## src/rtl/fht_input_loader_pkg.sv

```systemverilog
// Shared definitions for the FHT input loader.
// Loader state encodings and frame-size helper.
package fht_input_loader_pkg;

  typedef enum logic [1:0] {
    LD_LOAD   = 2'd0,
    LD_ARM    = 2'd1,
    LD_RUN_LO = 2'd2,
    LD_RUN_HI = 2'd3
  } ld_state_e;

  function automatic int frame_size(input int a_bit);
    return 4 * (1 << a_bit);
  endfunction

endpackage

```

## src/rtl/fht_bit_rev.sv

```systemverilog
// Combinational bit reversal of a W-bit index.
// Bit i of the output is bit W-1-i of the input.
module fht_bit_rev #(
  parameter int W = 10
) (
  input  logic [W-1:0] iIDX,
  output logic [W-1:0] oREV
);

  // mirror the index bits
  always_comb begin
    oREV = '0;
    for (int i = 0; i < W; i++) begin
      oREV[i] = iIDX[W-1-i];
    end
  end

endmodule

```

## src/rtl/fht_input_loader.sv

```systemverilog
// FHT front end: scatters a natural-order frame into four
// banks in bit-reversed order, then starts and tracks the core.
module fht_input_loader
  import fht_input_loader_pkg::*;
#(
  parameter int A_BIT = 8,
  parameter int D_BIT = 16
) (
  input  logic             iCLK,
  input  logic             iRESET,
  input  logic             iVALID,
  input  logic [D_BIT-1:0] iDATA,
  output logic             oREADY,
  input  logic             iFLUSH,
  input  logic             iFHT_RDY,
  output logic [A_BIT-1:0] oADDR_WR,
  output logic [D_BIT-1:0] oDATA_WR,
  output logic [3:0]       oWE,
  output logic             oSTART,
  output logic             oBUSY,
  output logic             oFRAME_DONE
);

  localparam int IW = A_BIT + 2;
  localparam logic [IW-1:0] LAST = IW'(frame_size(A_BIT) - 1);

  ld_state_e        state_q, state_d;
  logic [IW-1:0]    idx_q, idx_d;
  logic [IW-1:0]    rev;
  logic [3:0]       we_q, we_d;
  logic [A_BIT-1:0] addr_q, addr_d;
  logic [D_BIT-1:0] data_q, data_d;
  logic             start_q, start_d;
  logic             busy_q, busy_d;
  logic             done_q, done_d;
  logic             accept;

  fht_bit_rev #(
    .W (IW)
  ) u_bit_rev (
    .iIDX (idx_q),
    .oREV (rev)
  );

  assign oREADY      = (state_q == LD_LOAD);
  assign accept      = iVALID & oREADY;
  assign oWE         = we_q;
  assign oADDR_WR    = addr_q;
  assign oDATA_WR    = data_q;
  assign oSTART      = start_q;
  assign oBUSY       = busy_q;
  assign oFRAME_DONE = done_q;

  // next-state and registered-output logic of the loader FSM
  always_comb begin
    state_d = state_q;
    idx_d   = idx_q;
    we_d    = 4'b0000;
    addr_d  = addr_q;
    data_d  = data_q;
    start_d = 1'b0;
    done_d  = 1'b0;
    unique case (state_q)
      LD_LOAD: begin
        if (iFLUSH) begin
          idx_d = '0;
        end else if (accept) begin
          we_d   = 4'b0001 << rev[1:0];
          addr_d = rev[IW-1:2];
          data_d = iDATA;
          idx_d  = idx_q + 1'b1;
          if (idx_q == LAST) begin
            state_d = LD_ARM;
          end
        end
      end
      LD_ARM: begin
        if (iFLUSH) begin
          idx_d   = '0;
          state_d = LD_LOAD;
        end else if (iFHT_RDY) begin
          start_d = 1'b1;
          state_d = LD_RUN_LO;
        end
      end
      LD_RUN_LO: begin
        if (!iFHT_RDY) begin
          state_d = LD_RUN_HI;
        end
      end
      LD_RUN_HI: begin
        if (iFHT_RDY) begin
          done_d  = 1'b1;
          idx_d   = '0;
          state_d = LD_LOAD;
        end
      end
    endcase
    busy_d = (state_d != LD_LOAD);
  end

  // state and output registers
  always_ff @(posedge iCLK or negedge iRESET) begin
    if (!iRESET) begin
      state_q <= LD_LOAD;
      idx_q   <= '0;
      we_q    <= '0;
      addr_q  <= '0;
      data_q  <= '0;
      start_q <= 1'b0;
      busy_q  <= 1'b0;
      done_q  <= 1'b0;
    end else begin
      state_q <= state_d;
      idx_q   <= idx_d;
      we_q    <= we_d;
      addr_q  <= addr_d;
      data_q  <= data_d;
      start_q <= start_d;
      busy_q  <= busy_d;
      done_q  <= done_d;
    end
  end

endmodule

```

## config.mk

```make
export PLATFORM = sky130hd
export DESIGN_NAME = fht_input_loader
export DESIGN_NICKNAME = d
export VERILOG_FILES = /design/src/rtl/fht_input_loader_pkg.sv /design/src/rtl/fht_bit_rev.sv /design/src/rtl/fht_input_loader.sv
export SDC_FILE = /design/constraint.sdc
export NUM_CORES = 1
export LEC_CHECK = 0
export CAP_MARGIN = 20
export CORE_ASPECT_RATIO = 1.5
export CORE_MARGIN = 4
export CORE_UTILIZATION = 42
export DETAILED_ROUTE_END_ITERATION = 16
export GPL_TIMING_DRIVEN = 1
export PLACE_DENSITY = 0.75
export REMOVE_ABC_BUFFERS = 1
export SLEW_MARGIN = 20
export SYNTH_ARGS = -nofsm -noshare
export SYNTH_HDL_FRONTEND = slang
export SYNTH_SLANG_ARGS = --single-unit
```

## constraint.sdc

```tcl
create_clock -name iCLK -period 1.5 [get_ports iCLK]
set_clock_uncertainty 0.05 [all_clocks]
set_input_delay 0.3 -clock iCLK [delete_from_list [all_inputs] [get_ports iCLK]]
set_output_delay 0.3 -clock iCLK [all_outputs]
set_load 0.02 [all_outputs]
```

==> results of run 1 <==
layout make-up:
class | count | area share
tap | 45 | 0.0219
clock inverter | 2 | 0.0136
multi-input combinational | 126 | 0.255
clock buffer | 6 | 0.0321
timing repair buffer | 69 | 0.247
sequential | 43 | 0.418
inverter | 8 | 0.0117
how the worst max path moves through the flow:
stage                   to  slack (ns)  cells after the start
2_1_floorplan        oBUSY       -0.75                      3
3_3_place_gp      idx_q[3]       -0.34                      4
3_5_place_dp      idx_q[6]       -0.38                      6
4_1_cts           idx_q[7]       -0.06                      3
5_1_grt        oADDR_WR[5]       -0.10                      4
6_report       oADDR_WR[4]       -0.05                      4
layer usage:
| metal | vias up | global-route usage | share of wire |
|---|---|---|---|
| met3 | 6 | 0.0487 | 0.054 |
| met5 | - | 0 | 0 |
| met4 | 0 | 0.0656 | 0.017 |
| li1 | 760 | - | - |
| met2 | 32 | 0.271 | 0.50 |
| met1 | 731 | 0.196 | 0.43 |
state kept, by name, indices dropped and copies added, names as in the netlist:
register	flops
oSTART	1
state_q	2
oBUSY	1
oDATA_WR	16
oADDR_WR	8
oFRAME_DONE	1
idx_q	10
oWE	4
metrics by stage:
step	setup slack (ns)	instances	hold slack, ns	total power, W	cell area, um2
after global placement	-0.340	289	0.239	0.00175	2460
after floorplan	-0.745	177	-0.0456	0.00148	1740
after CTS	-0.0576	299	0.427	0.00265	2570
after detailed placement	-0.382	289	0.243	0.00176	2460
final	-0.0527	299	0.418	0.00262	2570
after global routing	-0.105	299	0.456	0.00275	2570
cell usage in the layout (no fill, tap or decap), types with 2 or more instances in the layout:
master	instances
a21oi_1	2
a31oi_1	8
and3_1	3
and4_1	2
buf_12	2
buf_4	11
buf_6	3
clkbuf_8	6
clkdlybuf4s50_1	18
dfrtp_1	43
dlygate4sd2_1	32
inv_1	8
nand2_1	66
nand3_1	4
nand4_1	3
nor2_1	4
nor2b_1	2
nor3_1	3
o211ai_1	2
o21ai_0	10
timing repair:
action	CTS	global route
pin swaps	5	3
hold buffers	1	0
gates resized for setup	39	4
buffers inserted	1	0
endpoints found under the setup margin	55	38
endpoints found under the hold margin	43	0
worst register-to-register path, stage by stage, from the launching register on:
cell and delay (ns):
dfrtp_1 0.43, or4b_4 0.58, buf_4 0.22, nand2_1 0.08, o21ai_0 0.08
logic make-up after synthesis:
| logic type | count (synthesis) | share of synthesized area |
|---|---|---|
| flops | 43 | 0.600 |
| fa+ha+maj | 1 | 0.00698 |
| mux | 1 | 0.00558 |
| buf+inv | 18 | 0.0475 |
| simple gates | 94 | 0.238 |
| compound gates | 30 | 0.102 |
power groups by stage:
stage,sequential (W),combinational [W],clock [W]
3_5_place_dp,0.00130,0.000459,0
3_3_place_gp,0.00130,0.000451,0
2_1_floorplan,0.00139,0.0000963,0
5_1_grt,0.00129,0.000453,0.00101
6_report,0.00128,0.000410,0.000932
4_1_cts,0.00128,0.000417,0.000957
==> summary.md, run 1 <==
| Metric | Value |
|---|---|
| Initial antenna violation count | 0 |
| Hold crit path type | reg -> reg |
| Seq pwr share | 0.488 |
| Htree depth | 2 |
| FF/Latch Area | 1080 um2 |
| Largest stage delay, worst path | 0.57 ns |
| Slew Viols, Final | 0 |
| Hold_sp | oDATA_WR[8] |
| Final worst path period share | 1.04 |
| Top-area cell type share of the netlist area | 0.600 |
| Worst Hold Path EP | oDATA_WR[8] |
| CP max stage cell | or4b_4 |
| Sequential fraction of the synthesis area | 0.600 |
| Worst-Skew Late Latency | 0.30 ns |
| CTS tree | built |
| Detailed Route Iter0 Violations | 51 |
| VDD IR max | 763 uV |
| Core box area | 4030 um2 |
| Max-Slew Margin vs Limit | 0.799 |
| Routed WL per cell | 13.1 um |
| Ys Warns | 0 |
| Tightest Pin Transition | 0.298 ns |
| Synth Instances | 187 |
| Synth unique cells | 31 |
| Crit. End Element | flop |
| Logic pwr share | 0.156 |
| Setup-failing EPs final | 17 |
| Failing checks | negative setup slack |
| DRC | 0 |
| Avg Cell Area, Syn | 9.59 um2 |
| First-pass iteration count of the detailed router | 4 |
| Number of CTS-inserted buffers | 5 |
| Nets | 275 |
| Via-per-instance ratio | 5.11 |
| Port Buffers | 52 |
| Total GRT Usage | 0.164 |
| RSZ-0062 raised after global routing | yes |
| Max FO, Critical Path | 19 |
| Initial core utilization | 0.445 |
| Number of fill cells | 359 |
| Via count | 1529 |
| Number of synthesized register bits | 43 |
| Final Hold Fails | 0 |
| Synth Cell Area | 1790 um2 |
| Req. time, crit path | 1.63 ns |
| Multi-input logic area | 657 um2 |
| Critical path type | reg -> reg |
| Buffers & Inverters on Critical Path | 1 |
| Lkg Pwr | 1.33 nW |
| Antenna Cells | 0 |
| Crit path max-delay family | simple AND/OR/NAND/NOR gates |
| Worst-path clk slew | 0.08 ns |
| Primary FF master, synth | dfrtp_1 |
| Die X | 61.3 um |
| WP data arrival | 1.68 ns |
| Status | complete, but fails checks |
| First-pass GRT wire length | 6530 um |
| Switching power | 0.000663 W |
| Count leader, synth | nand2_1 |
| FMAX | 0.644 GHz |
| Clock power frac | 0.356 |
| Top cell type by total area after synthesis | dfrtp_1 |
| Largest net degree at the start of global routing | 44 |
| Worst R2R Start | state_q[0] |
| Die area | 5400 um2 |
| Cells on worst reg2reg path | 4 |
| Sink Count | 43 |
| Sw frac | 0.253 |
| CP Launch Type | flop |
| Max-capacitance violation count | 0 |
| Clock Tree Root | clkbuf_8 |
| List of most frequent post-synthesis cells | 66 x nand2_1, 43 x dfrtp_1, 12 x o21ai_0, 8 x a31oi_1, 8 x inv_1 |
| CTS Buffer Depth | 2 |
| Minimum clock period | 1.55 ns |
| Total Wirelength | 3910 um |
| Vert. Die Dim | 88.0 um |
| Synth area leaders | dfrtp_1 60%, nand2_1 14%, o21ai_0 3.3% |
| Final worst slack | -0.0527 ns |
| # IOs | 53 |
| Pwr dens | 1020 nW/um2 |
| Setup_tns | -0.343 ns |
| Final core utilization | 0.639 |
| CP startpoint | state_q[0] |
| Number of global-route vias before repair | 1455 |
| RD Place Congestion | 0.875 |
| Pint | 0.00196 W |
| GR Overflow Total | 0 |
| Final ANT Viol Nets | 0 |
| Hold Crit Depth | 2 |
| Asr flop ratio synth | 1.00 |
| Synth-to-layout area growth | 43.5% |
| EDFF count, synth | 0 |
| Share of layout cells above drive strength 1 | 0.126 |
| R2r endpoint | oADDR_WR[4] |
| Num rows | 28 |
| Hpwl dp | 2790 um |
| Crit-path cells | or4b_4 > buf_4 > nand2_1 > o21ai_0 |
| R2R setup slack | -0.05 ns |
Power figures use the tool's default switching activity.
==> run 2, diff against run 1 <==
Settings changed: ABC_AREA set to 1, CORE_MARGIN 4 to 2.
==> run 2 against run 1 <==
- the flow now finishes without violations
- sequential share of layout area shrank 0.97 points
- fmax increased by 7.1%
- register-to-register slack gained 0.10 ns
- critical path type unchanged
- worst hold slack lost 0.0013 ns
- largest cell class unchanged
- synthesized cell count is 11% higher
- die area decreased by 9.2%
- clock power is 26% lower
- core utilization fell by 1.3 points
- total power increased by 49%
==> summary.md, run 2 <==
| Metric | Value |
|---|---|
| Number of CTS-inserted buffers | 5 |
| Overall power | 0.00391 W |
| Number of global-route vias before repair | 1616 |
| RSZ-0062 raised after global routing | yes |
| Total Wirelength | 3910 um |
| Routing usage on met1 | 0.201 |
| Final core utilization | 0.626 |
| Num rows | 29 |
| Crit. End Element | flop |
| CTS tree | built |
| Max-capacitance violation count | 0 |
| Non-Filler Instances | 332 |
| DRC | 0 |
| Worst-path clk slew | 0.08 ns |
| Worst-Skew Late Latency | 0.29 ns |
| Placed insts | 319 |
| Number of synthesized register bits | 43 |
| Core box area | 4210 um2 |
| Clock Tree Root | clkbuf_8 |
| Slew Viols, Final | 0 |
| Primary FF master, synth | dfrtp_1 |
| Crit-path cells | buf_4 > nor2_4 > nand2_4 > nor2_4 > nor2_4 > buf_4 > nand3_1 > nand2_1 > a21oi_2 |
| Seq pwr share | 0.401 |
| Total GRT Usage | 0.184 |
| Req. time, crit path | 1.67 ns |
| Asr flop ratio synth | 1.00 |
| Sw frac | 0.373 |
| Hold crit path type | reg -> reg |
| Minimum clock period | 1.45 ns |
| FMAX | 0.690 GHz |
| Final Hold Fails | 0 |
| Initial core utilization | 0.434 |
| Sequential fraction of the synthesis area | 0.589 |
| Largest stage delay, worst path | 0.39 ns |
| Lkg Pwr | 1.42 nW |
| R2r endpoint | idx_q[9] |
| First-pass GRT wire length | 7030 um |
| Critical path type | reg -> reg |
| Synth-to-layout area growth | 44.2% |
| Die area | 4900 um2 |
| Final ANT Viol Nets | 0 |
| Worst Hold Path EP | oDATA_WR[10] |
| Worst R2R Start | state_q[0] |
| # IOs | 53 |
| Initial antenna violation count | 0 |
| Max reg flops | 16 |
| Sink Count | 43 |
| RD Place Congestion | 0.800 |
| Top-area cell type share of the netlist area | 0.589 |
| Pint | 0.00245 W |
| Hold_sp | oDATA_WR[10] |
| Hpwl dp | 2730 um |
| Tightest Pin Transition | 0.232 ns |
| Logic pwr share | 0.422 |
| Most frequent cells in the layout | 83 x nand2_1, 43 x dfrtp_1, 32 x dlygate4sd2_1, 22 x buf_4, 18 x clkdlybuf4s50_1 |
| Met2 GRT Util | 0.340 |
| List of most frequent post-synthesis cells | 83 x nand2_1, 43 x dfrtp_1, 16 x inv_1, 16 x nor2_1 |
| Via count | 1596 |
| Die X | 57.8 um |
| CTS Buffer Depth | 2 |
| Switching power | 0.00146 W |
| EDFF count, synth | 0 |
| Via-per-instance ratio | 4.81 |
| Max-Slew Margin vs Limit | 0.845 |
| Port Buffers | 52 |
| Detailed Route Iter0 Violations | 82 |
| Avg Cell Area, Syn | 8.82 um2 |
| Most common cell after layout, fill and taps aside | nand2_1 |
| Ys Warns | 0 |
| Met3 global-route usage | 0.0493 |
| Synth area leaders | dfrtp_1 59%, nand2_1 17%, inv_1 3.3% |
| VDD IR max | 1060 uV |
| Setup-failing EPs final | 0 |
| Pre-CTS WS | -0.317 ns |
| Status | completed |
| Largest net degree at the start of global routing | 44 |
| Synth Instances | 207 |
| Cells on worst reg2reg path | 9 |
| Htree depth | 2 |
| Synth unique cells | 23 |
| Crit-path most repeated cell | nor2_4 |
| R2R setup slack | 0.05 ns |
| Nets | 307 |
| Max FO, Critical Path | 7 |
| WP data arrival | 1.62 ns |
| Share of layout cells above drive strength 1 | 0.171 |
| Top cell type by total area after synthesis | dfrtp_1 |
| CP Launch Type | flop |
| Synth Cell Area | 1830 um2 |
| Pwr dens | 1490 nW/um2 |
| Count leader, synth | nand2_1 |
| GR Overflow Total | 0 |
| Final worst slack | 0.0503 ns |
| Grt peak-use layer | met2 |
| Clock power frac | 0.177 |
| Final worst path period share | 0.966 |
| Hold Crit Depth | 2 |
| Vert. Die Dim | 84.8 um |
| Number of fill cells | 394 |
| First-pass iteration count of the detailed router | 4 |
| Antenna Cells | 0 |
| CP max stage cell | dfrtp_1 |
| Routed WL per cell | 11.8 um |
[run 2: cell type report]
cell class / instances / area, um2 / area share
Sequential cell: 43 / 1080 / 0.408
Clock buffer: 7 / 76.3 / 0.0290
Timing Repair Buffer: 77 / 681 / 0.258
Multi-Input combinational cell: 141 / 671 / 0.255
Inverter: 17 / 68.8 / 0.0261
Tap cell: 46 / 57.6 / 0.0218
Clock inverter: 1 / 5.00 / 0.00190
[run 2: what timing repair did]
action                                 4_1_cts  5_1_grt
setup endpoints to repair                   57       34
endpoints found under the hold margin       43        0
resized for setup                           37        9
pin swaps                                    2        2
hold buffers                                 1        0
setup buffers                                0        4
[run 2: worst max-delay path by stage]
stage	from	end	depth (start not counted)
floorplan	state_q[0]	oADDR_WR[0]	6
global placement	iFLUSH	idx_q[9]	8
detailed placement	iFLUSH	idx_q[9]	8
CTS	state_q[0]	idx_q[9]	9
global route	idx_q[1]	idx_q[8]	9
finish	state_q[0]	idx_q[9]	9
[run 2: metal layers]
layer / vias up / wire length (um)
met3: 8 / 217
met1: 744 / 1510
met5: - / 0
met4: 0 / 65
met2: 42 / 2120
li1: 802 / -
[run 2: cell families after synthesis]
group | synth area share
compound gates | 0.0541
xor+xnor | 0.00959
fa+ha+maj | 0.00685
buf+inv | 0.0548
flops | 0.589
simple gates | 0.286
[run 2: worst max-delay path: cells and delay by family (launching register included)]
kind	cells	cell delay, ns
flip-flops	1	0.39
AO/OA/AOI/OAI	1	0.11
AND/OR/NAND/NOR	6	0.52
buffers and inverters	2	0.31
[run 2: power groups by stage]
stage          clock network [W]  logic [W]  registers, W
6_report                0.000693    0.00165       0.00157
5_1_grt                 0.000782    0.00183       0.00161
4_1_cts                 0.000718    0.00161       0.00158
3_5_place_dp                   0    0.00178       0.00161
3_3_place_gp                   0    0.00176       0.00160
2_1_floorplan                  0   0.000543       0.00192
[run 2: per-stage QoR]
step / cell area, um2 / hold WS (ns) / TNS [ns]
after floorplan: 1790 / -0.0456 / -5.49
after global placement: 2530 / 0.241 / -8.35
after detailed placement: 2530 / 0.244 / -10.03
after CTS: 2580 / 0.422 / 0
after global routing: 2640 / 0.444 / -0.111
final: 2640 / 0.417 / 0
